## src/rtl/maj_net_pkg.sv

```systemverilog
// Shared types and select-decode constants for the majority-gate network evaluator.
package maj_net_pkg;

    typedef enum logic [1:0] {
        ST_IDLE,
        ST_EVAL,
        ST_HOLD
    } state_t;

    localparam int SEL_CONST0  = 0;
    localparam int SEL_IN_BASE = 1;

    // Wide enough for the largest legal select space (1 + 10 inputs + 32 gates).
    localparam int SEL_MAX_W = 6;

    typedef struct packed {
        logic                 cmp;
        logic [SEL_MAX_W-1:0] sel;
    } operand_t;

endpackage

```

## src/rtl/maj_net_gate.sv

```systemverilog
// One majority-of-three gate: decodes three {complement, select} operands
// against the primary inputs and the results of lower-index gates.
module maj_net_gate
    import maj_net_pkg::*;
#(
    parameter int NUM_IN    = 7,
    parameter int NUM_GATES = 8,
    parameter int SEL_W     = 4,
    parameter int GI_W      = 3
) (
    input  logic [3*(SEL_W+1)-1:0] ops,
    input  logic [NUM_IN-1:0]      x,
    input  logic [NUM_GATES-1:0]   gres,
    input  logic [GI_W-1:0]        gate_idx,
    output logic                   maj
);

    localparam int OP_W = SEL_W + 1;

    logic [2:0] v;

    always_comb begin
        operand_t op;
        logic     bit_v;
        v = '0;
        for (int o = 0; o < 3; o++) begin
            op.cmp = ops[o*OP_W + SEL_W];
            op.sel = SEL_MAX_W'(ops[o*OP_W +: SEL_W]);
            bit_v  = 1'b0;
            if (int'(op.sel) != SEL_CONST0) begin
                for (int i = 0; i < NUM_IN; i++) begin
                    if (int'(op.sel) == SEL_IN_BASE + i) bit_v = x[i];
                end
                // Only strictly lower-index gates are visible; self/forward refs read 0.
                for (int g = 0; g < NUM_GATES; g++) begin
                    if (int'(op.sel) == SEL_IN_BASE + NUM_IN + g && g < int'(gate_idx))
                        bit_v = gres[g];
                end
            end
            v[o] = bit_v ^ op.cmp;
        end
        maj = (v[0] & v[1]) | (v[0] & v[2]) | (v[1] & v[2]);
    end

endmodule

```

## src/rtl/maj_net_eval.sv

```systemverilog
// Programmable majority-gate network: evaluates one vector or sweeps the full
// truth table, one gate per cycle.
//   state | meaning
//   IDLE  | accepts config writes and evaluation requests
//   EVAL  | evaluating gate gcnt_q of vector (vec_q or latched x)
//   HOLD  | result presented, waiting for out_ready
module maj_net_eval
    import maj_net_pkg::*;
#(
    parameter  int NUM_IN    = 7,
    parameter  int NUM_GATES = 8,
    localparam int SEL_W     = $clog2(1 + NUM_IN + NUM_GATES),
    localparam int OP_W      = SEL_W + 1,
    localparam int TT_W      = 2**NUM_IN,
    localparam int AW        = $clog2(NUM_GATES + 1)
) (
    input  logic              clk,
    input  logic              rst_n,
    input  logic              cfg_valid,
    output logic              cfg_ready,
    input  logic [AW-1:0]     cfg_addr,
    input  logic [3*OP_W-1:0] cfg_data,
    input  logic              in_valid,
    output logic              in_ready,
    input  logic              in_mode,
    input  logic [NUM_IN-1:0] in_x,
    output logic              out_valid,
    input  logic              out_ready,
    output logic              out_bit,
    output logic [TT_W-1:0]   out_tt,
    output logic              out_mode
);

    localparam int GI_W = (NUM_GATES > 1) ? $clog2(NUM_GATES) : 1;
    localparam logic [GI_W-1:0]   GATE_LAST = GI_W'(NUM_GATES - 1);
    localparam logic [NUM_IN-1:0] VEC_LAST  = '1;

    state_t              state_q, state_d;
    logic [GI_W-1:0]     gcnt_q, gcnt_d;
    logic [NUM_IN-1:0]   vec_q, vec_d;
    logic [NUM_IN-1:0]   x_q, x_d;
    logic                mode_q, mode_d;
    logic [NUM_GATES-1:0] gres_q, gres_d;
    logic [3*OP_W-1:0]   slot_q [NUM_GATES];
    logic [3*OP_W-1:0]   slot_d [NUM_GATES];
    logic [SEL_W-1:0]    out_sel_q, out_sel_d;
    logic                out_cmp_q, out_cmp_d;
    logic                out_bit_q, out_bit_d;
    logic [TT_W-1:0]     out_tt_q, out_tt_d;
    logic                out_mode_q, out_mode_d;

    logic [3*OP_W-1:0]   cur_ops;
    logic [NUM_IN-1:0]   x_eval;
    logic                gate_bit;
    logic                obit;

    assign x_eval = mode_q ? vec_q : x_q;

    always_comb begin
        cur_ops = '0;
        for (int g = 0; g < NUM_GATES; g++) begin
            if (gcnt_q == GI_W'(g)) cur_ops = slot_q[g];
        end
    end

    maj_net_gate #(
        .NUM_IN    (NUM_IN),
        .NUM_GATES (NUM_GATES),
        .SEL_W     (SEL_W),
        .GI_W      (GI_W)
    ) u_gate (
        .ops      (cur_ops),
        .x        (x_eval),
        .gres     (gres_q),
        .gate_idx (gcnt_q),
        .maj      (gate_bit)
    );

    // Output bit sees the gate being written this cycle, so the last gate needs no extra pass.
    always_comb begin
        gres_d = gres_q;
        obit   = 1'b0;
        if (state_q == ST_EVAL) begin
            for (int g = 0; g < NUM_GATES; g++) begin
                if (gcnt_q == GI_W'(g)) gres_d[g] = gate_bit;
            end
        end
        for (int g = 0; g < NUM_GATES; g++) begin
            if (out_sel_q == SEL_W'(g)) obit = gres_d[g];
        end
        obit = obit ^ out_cmp_q;
    end

    assign cfg_ready = (state_q == ST_IDLE);
    assign in_ready  = (state_q == ST_IDLE) && !cfg_valid;
    assign out_valid = (state_q == ST_HOLD);
    assign out_bit   = out_bit_q;
    assign out_tt    = out_tt_q;
    assign out_mode  = out_mode_q;

    always_comb begin
        state_d    = state_q;
        gcnt_d     = gcnt_q;
        vec_d      = vec_q;
        x_d        = x_q;
        mode_d     = mode_q;
        slot_d     = slot_q;
        out_sel_d  = out_sel_q;
        out_cmp_d  = out_cmp_q;
        out_bit_d  = out_bit_q;
        out_tt_d   = out_tt_q;
        out_mode_d = out_mode_q;
        case (state_q)
            ST_IDLE: begin
                if (cfg_valid) begin
                    for (int g = 0; g < NUM_GATES; g++) begin
                        if (int'(cfg_addr) == g) slot_d[g] = cfg_data;
                    end
                    if (int'(cfg_addr) == NUM_GATES) begin
                        out_sel_d = cfg_data[SEL_W-1:0];
                        out_cmp_d = cfg_data[SEL_W];
                    end
                end else if (in_valid) begin
                    state_d = ST_EVAL;
                    x_d     = in_x;
                    mode_d  = in_mode;
                    vec_d   = '0;
                    gcnt_d  = '0;
                end
            end
            ST_EVAL: begin
                if (gcnt_q == GATE_LAST) begin
                    gcnt_d = '0;
                    if (!mode_q) begin
                        out_bit_d  = obit;
                        out_mode_d = 1'b0;
                        state_d    = ST_HOLD;
                    end else begin
                        out_tt_d[vec_q] = obit;
                        if (vec_q == VEC_LAST) begin
                            out_bit_d  = obit;
                            out_mode_d = 1'b1;
                            state_d    = ST_HOLD;
                        end else begin
                            vec_d = vec_q + NUM_IN'(1);
                        end
                    end
                end else begin
                    gcnt_d = gcnt_q + GI_W'(1);
                end
            end
            ST_HOLD: begin
                if (out_ready) state_d = ST_IDLE;
            end
            default: state_d = ST_IDLE;
        endcase
    end

    always_ff @(posedge clk or negedge rst_n) begin
        if (!rst_n) begin
            state_q    <= ST_IDLE;
            gcnt_q     <= '0;
            vec_q      <= '0;
            x_q        <= '0;
            mode_q     <= 1'b0;
            gres_q     <= '0;
            for (int g = 0; g < NUM_GATES; g++) slot_q[g] <= '0;
            out_sel_q  <= '0;
            out_cmp_q  <= 1'b0;
            out_bit_q  <= 1'b0;
            out_tt_q   <= '0;
            out_mode_q <= 1'b0;
        end else begin
            state_q    <= state_d;
            gcnt_q     <= gcnt_d;
            vec_q      <= vec_d;
            x_q        <= x_d;
            mode_q     <= mode_d;
            gres_q     <= gres_d;
            slot_q     <= slot_d;
            out_sel_q  <= out_sel_d;
            out_cmp_q  <= out_cmp_d;
            out_bit_q  <= out_bit_d;
            out_tt_q   <= out_tt_d;
            out_mode_q <= out_mode_d;
        end
    end

endmodule

```

## config.mk

```make
export PLATFORM = sky130hd
export DESIGN_NAME = maj_net_eval
export DESIGN_NICKNAME = d
export VERILOG_FILES = /design/src/rtl/maj_net_pkg.sv /design/src/rtl/maj_net_gate.sv /design/src/rtl/maj_net_eval.sv
export SDC_FILE = /design/constraint.sdc
export NUM_CORES = 1
export LEC_CHECK = 0
export CAP_MARGIN = 20
export CORE_ASPECT_RATIO = 0.75
export CORE_MARGIN = 3
export CORE_UTILIZATION = 36
export CTS_CLUSTER_SIZE = 28
export DETAILED_ROUTE_END_ITERATION = 6
export GPL_ROUTABILITY_DRIVEN = 0
export PLACE_DENSITY_LB_ADDON = 0.25
export SYNTH_ARGS = -nofsm -noshare
export SYNTH_HDL_FRONTEND = slang
export SYNTH_HIERARCHICAL = 1
export SYNTH_SLANG_ARGS = --single-unit
```

## constraint.sdc

```tcl
create_clock -name clk -period 5.75 [get_ports clk]
set_input_delay 0.8625 -clock clk [delete_from_list [all_inputs] [get_ports clk]]
set_output_delay 0.8625 -clock clk [all_outputs]
set_load 0.01 [all_outputs]
```

Yosys cells after proc, flatten, opt, wreduce, memory -nomap -nowiden --
Cells that the tools add are included.
Storage, ports and cells: register bits after elaboration 283, input bits 32, output and inout port bits 133, logic and storage cells 257
Operators by class: add/sub/neg operators 2, magnitude comparators 9, equal/unequal tests 75, multiplexer cells 95, bitwise operators 10, reduce and logical (&&, ||, !) cells 47
Operators by type and width (number):
- 128-bit bitwise mux | 1
- 15-bit two-way mux | 8
- 4-bit == test, second input constant | 29
- 4-bit by 3-bit == test with 1-bit output, second input constant | 18
- 1-bit two-way mux | 66
- 7-bit two-way mux | 6
- 3-bit AND reduction | 13
- 4-bit by 2-bit == test with 1-bit output, second input constant | 9
- 1-bit logical AND | 23
- 7-bit case mux with 2 select lines | 1
- 3-bit == test, second input constant | 4
- 2-bit two-way mux | 6
- 4-bit nonzero test | 3
- 3-bit < comparator, first input constant | 3
- 3-bit two-way mux | 3
- 4-bit zero test | 2
- 7-bit by 8-bit < comparator with 1-bit output, second input constant | 1
- 8-bit two-way mux | 1
- 2-bit inequality test, second input constant | 4
- 7-bit by 1-bit adder with 7-bit output, second input constant | 1
- 1-bit demux with 7-bit select | 1
- 7-bit == test, second input constant | 1
- 7-bit by 1-bit >= comparator with 1-bit output, second input constant | 1
- 3-bit by 2-bit == test with 1-bit output, second input constant | 2
- other kinds (21) | 31

Logic depth before layout (Yosys ltp) --
word-level depth 42, gate-level depth with buffers 28, mapped depth without buffers 21

By module --
Netlist, hierarchy kept.
Modules (own cells, without submodules):
- maj_net_eval | times used 1, cells an instance 1123, area an instance 12564.6 sq um, sequential area each 7081.8 sq um
- maj_net_gate | times used 1, cells an instance 123, area an instance 798.3 sq um, sequential area each 0.0 sq um

Least setup slack after synthesis --
No wires, ideal clock.
path kind reg2reg, start reg gcnt_q[2], end reg out_tt_q[71] (netlist: out_tt[71]), library setup time 150 ps, arrival 5788 ps, required time 5600 ps, setup slack -188 ps, stages on the path, launching flop included 27, path buffers 8, clock period less this slack 5938 ps, cells stage by stage dfrtp_1 clkbuf_1 inv_1 ha_1 clkbuf_1 or2_2 clkbuf_1 clkbuf_1 o31a_1 a21oi_1 o22ai_1 o21ai_0 clkbuf_1 a32oi_1 or3_1 a31oi_1 xor2_1 maj3_2 clkbuf_1 a21boi_0 mux2_2 a221o_1 a2111oi_2 xnor2_1 buf_2 buf_2 a31oi_1
Between the ends: cells in the longest elaborated chain, start to end 41, elaborated cells between the ends (all ways) 162, those cells by class order compare (7); eq/ne (49); mux (71); bitwise (9); reduce/logical (26)
Ends and longest elaborated chain:
- start: declaration | line maj_net_eval.sv:39 | logic [GI_W-1:0] gcnt_q, gcnt_d;
- start signal: assignment | line maj_net_eval.sv:175 | gcnt_q <= gcnt_d;
- 3-bit zero test | line maj_net_eval.sv:62 | if (gcnt_q == GI_W'(g)) cur_ops = slot_q[g];
- 15-bit two-way mux (7 in a row) | line maj_net_eval.sv:62
- 15-bit two-way mux (*) | line maj_net_eval.sv:62
- via cur_ops[5] | line maj_net_eval.sv:52 | logic [3*OP_W-1:0] cur_ops;
- 4-bit by 2-bit == test with 1-bit output | line maj_net_gate.sv:32 | if (int'(op.sel) == SEL_IN_BASE + i) bit_v = x[i];
- 1-bit two-way mux (7 in a row) | line maj_net_gate.sv:32
- 1-bit two-way mux (7 in a row) | line maj_net_gate.sv:36 | if (int'(op.sel) == SEL_IN_BASE + NUM_IN + g && g < int'(gate_idx))
- 1-bit two-way mux (*) | line maj_net_gate.sv:30 | if (int'(op.sel) != SEL_CONST0) begin
- (+3 left out)
- 1-bit bitwise OR (*) | line maj_net_gate.sv:42 | maj = (v[0] & v[1]) | (v[0] & v[2]) | (v[1] & v[2]);
- via gate_bit | line maj_net_eval.sv:54 | logic gate_bit;
- 1-bit two-way mux | line maj_net_eval.sv:85 | if (gcnt_q == GI_W'(g)) gres_d[g] = gate_bit;
- 8-bit two-way mux (*) | line maj_net_eval.sv:83 | if (state_q == ST_EVAL) begin
- 1-bit two-way mux (7 in a row) | line maj_net_eval.sv:89 | if (out_sel_q == SEL_W'(g)) obit = gres_d[g];
- 1-bit two-way mux (*) | line maj_net_eval.sv:89
- 1-bit bitwise XOR (*) | line maj_net_eval.sv:91 | obit = obit ^ out_cmp_q;
- 128-bit bitwise mux (*) | line maj_net_eval.sv:139 | out_tt_d[vec_q] = obit;
- end signal: assignment | line maj_net_eval.sv:184 | out_tt_q <= out_tt_d;
- end: declaration | line maj_net_eval.sv:49 | logic [TT_W-1:0] out_tt_q, out_tt_d;
The timed path passes the listed nets; every way through them passes the cells marked *. A chain may end at the register's enable or synchronous reset.

Worst setup path in the final report --
start reg gcnt_q[0], end reg out_tt_q[122] (netlist: out_tt[122])
Same word-level chain as after synthesis.

==> impl_metrics.tcl <==
set metrics [dict create \
    status "completed" \
    dr.pass1.iters 5 \
    grt_pass1_vias 10300 \
    remaining_drc_errors 0 \
    syn_area_mm2 0.0134 \
    intPower_mw 5.14 \
    start_util 0.369 \
    async_flop_share 1.00 \
    cts-root-buf "clkbuf_16" \
    cts_num_sinks 283 \
    num_antenna_cells 0 \
    core_area_mm2 0.0363 \
    grt.total_usage 0.186 \
    cts_max_path_buffers 3 \
    hold_viol 0 \
    ys_seq_elements 283 \
    setup_tns_ns 0 \
    required_ns 6.21 \
    worst_slack_ns 0.297 \
    grt_max_degree 121 \
    h-tree-depth 1 \
    seq_area_frac_synth 0.530 \
    drive_gt1_frac 0.201 \
    drt-initial-drc-count 905 \
    vdd_drop_max_mv 0.254 \
    dieArea_mm2 0.0395 \
    finClkSkew_ns 0.0198 \
    seqPwrFrac 0.334 \
    ys_types 63 \
    dp_slack_ns 0.0453 \
    nNetsFinal 1431 \
    clock.fmax_mhz 183 \
    final_cell_mix "283 x dfrtp_1, 163 x clkdlybuf4s50_1, 152 x mux2_2" \
    synth_top_area_share 0.530 \
    fin_area_mm2 0.0169 \
    syn_inst 1246 \
    yosysTopAreaCell "dfrtp_1" \
    final_common_cell "dfrtp_1" \
    wl_mm 38.1 \
    die_w_um 228 \
    critPathLaunchType "flop" \
    clk_pin_slew_ns 0.07 \
    setup_viol 0 \
    grt_overflow 0 \
    placed_cell_area_mm2 0.0157 \
    die_height_um 173 \
    via_count 10400 \
    seq_area_mm2 0.00708 \
    synthTopCellsByArea "dfrtp_1 53%, mux2_2 13%, a31oi_1 5.9%" \
    cp.arrival_ns 5.92 \
    viasPerCell 5.47 \
    portBuffers 164 \
    place_inst 1855 \
    routedWlPerCell_um 19.9 \
    path_class "reg -> reg" \
    cts_made_buffers 30 \
    grt_pass1_wl_mm 60.0 \
    worst_pin_slew_ns 0.959 \
    clock_latency_ns 0.57 \
    synthesis.nets 1285 \
    period_minus_slack_ns 5.45 \
    swShare 0.355 \
    n_fill_cell 3293 \
    clockPowerShare 0.276 \
    synth.avg_cell_area_um2 10.7 \
    synth_edf_count 0 \
    synth_ff_type "dfrtp_1" \
    slew_viol_final 0 \
    grt_antenna_before_repair 2 \
    power_density_mw_per_mm2 471 \
    synthToLayoutAreaGrowth_pct 26.5 \
    pin_count 165 \
    worst-path-max-fanout 35 \
    maxSlewHeadroom 0.359 \
    core.rowCount 60 \
    p_sw_mw 2.83 \
    finalCritPeriodShare 0.948 \
    hold_class "in -> async" \
    finalNonFillerCells 1910 \
    leakage_nw 7.32 \
    drv_cap 0 \
    cts_tree "built" \
    pwr-share-comb 0.391 \
    postRouteAntennaNets 0 \
    endpoint_kind "flop" \
    place_hpwl_mm 25.5 \
    multiInputGateArea_mm2 0.00588 \
    synth_warnings 6 \
]
[worst max-delay path: stages, from the launching register on]
cell,delay [ns]
dfrtp_1,0.43
ha_1,0.25
ha_1,0.20
or2_4,0.32
o31a_1,0.34
a21oi_1,0.16
o22ai_1,0.09
o21ai_0,0.17
buf_4,0.22
mux2_2,0.35
a221oi_1,0.26
a211o_1,0.15
a21oi_1,0.07
xor2_1,0.25
maj3_2,0.27
a21boi_0,0.12
mux2_2,0.29
a221o_1,0.35
a2111oi_4,0.35
xnor2_2,0.13
buf_12,0.16
buf_12,0.16
o31ai_1,0.25
[final timing paths]
check                            start           to  slack (ns)  cells after the start
min in group clk           out_tt[104]  out_tt[104]        0.48                      2
hold / removal                   rst_n   slot_q[89]        0.32                      1
setup / recovery             gcnt_q[0]  out_tt[122]        0.30                     22
hold reg to reg            out_tt[104]  out_tt[104]        0.48                      2
max in group asynchronous        rst_n   slot_q[84]        4.01                      2
setup reg to reg             gcnt_q[0]  out_tt[122]        0.30                     22
[layer usage]
metal,GRT usage,up-vias,share of wire
met5,0,-,0
met1,0.276,5227,0.48
met4,0.0439,0,0.021
li1,-,4897,-
met3,0.0338,55,0.052
met2,0.284,270,0.45
[repair_timing]
item | CTS | global route
setup endpoints to repair | 0 | 129
gates resized for setup | 0 | 11
buffers inserted | 0 | 1
hold buffers | 0 | 0
[cell usage after synthesis, drive strengths merged (3+ instances only)]
cell type	count
nor3b	8
inv	10
dfrtp	283
o31a	16
nand3b	8
o21ai	54
o22ai	18
nand4	4
nor2b	40
or3	5
or3b	3
a31oi	125
nand2	94
nand2b	12
a221oi	16
o221ai	4
ha	7
mux2	152
nor3	7
a21oi	136
a21boi	3
xor2	6
o31ai	5
nor2	51
mux2i	7
nand3	18
or2	4
buf	29
clkbuf	75
nand4b	11
[final cells by class]
type                            count  share of cell area
Clock buffer                       43              0.0545
Clock inverter                     11              0.0127
Inverter                           10             0.00222
Multi-Input combinational cell    849               0.348
Sequential cell                   283               0.419
Tap cell                          496              0.0367
Timing Repair Buffer              218               0.127
[state kept, by name (all words and copies together) (netlist names), 2 cells and up]
name / count
out_sel_q: 4
x_q: 7
state_q: 2
gres_q: 8
out_tt: 128
slot_q: 120
gcnt_q: 3
vec_q: 7
[cells by family after synthesis]
group	after synthesis	synth area share
compound gates	397	0.180
flops	283	0.530
simple gates	277	0.108
mux	159	0.133
buf+inv	114	0.0359
xor+xnor	8	0.00524
fa+ha+maj	8	0.00740
[power by group through the flow]
stage                     Clock (mW)  Combinational [mW]  Sequential [mW]
after global placement             0                3.00             2.67
after detailed placement           0                3.01             2.68
after CTS                       2.25                3.03             2.65
after global routing            2.33                3.41             2.71
after floorplan                    0                2.10             2.56
final                           2.20                3.11             2.66
[stage by stage]
step                 util  hold WS, ns  power, mW
floorplan               -        0.473       4.66
global placement    0.433        0.465       5.67
detailed placement  0.433        0.474       5.70
CTS                 0.464        0.400       7.93
global route        0.466        0.413       8.44
finish              0.466        0.321       7.97
(Power assumes the default switching activity.)
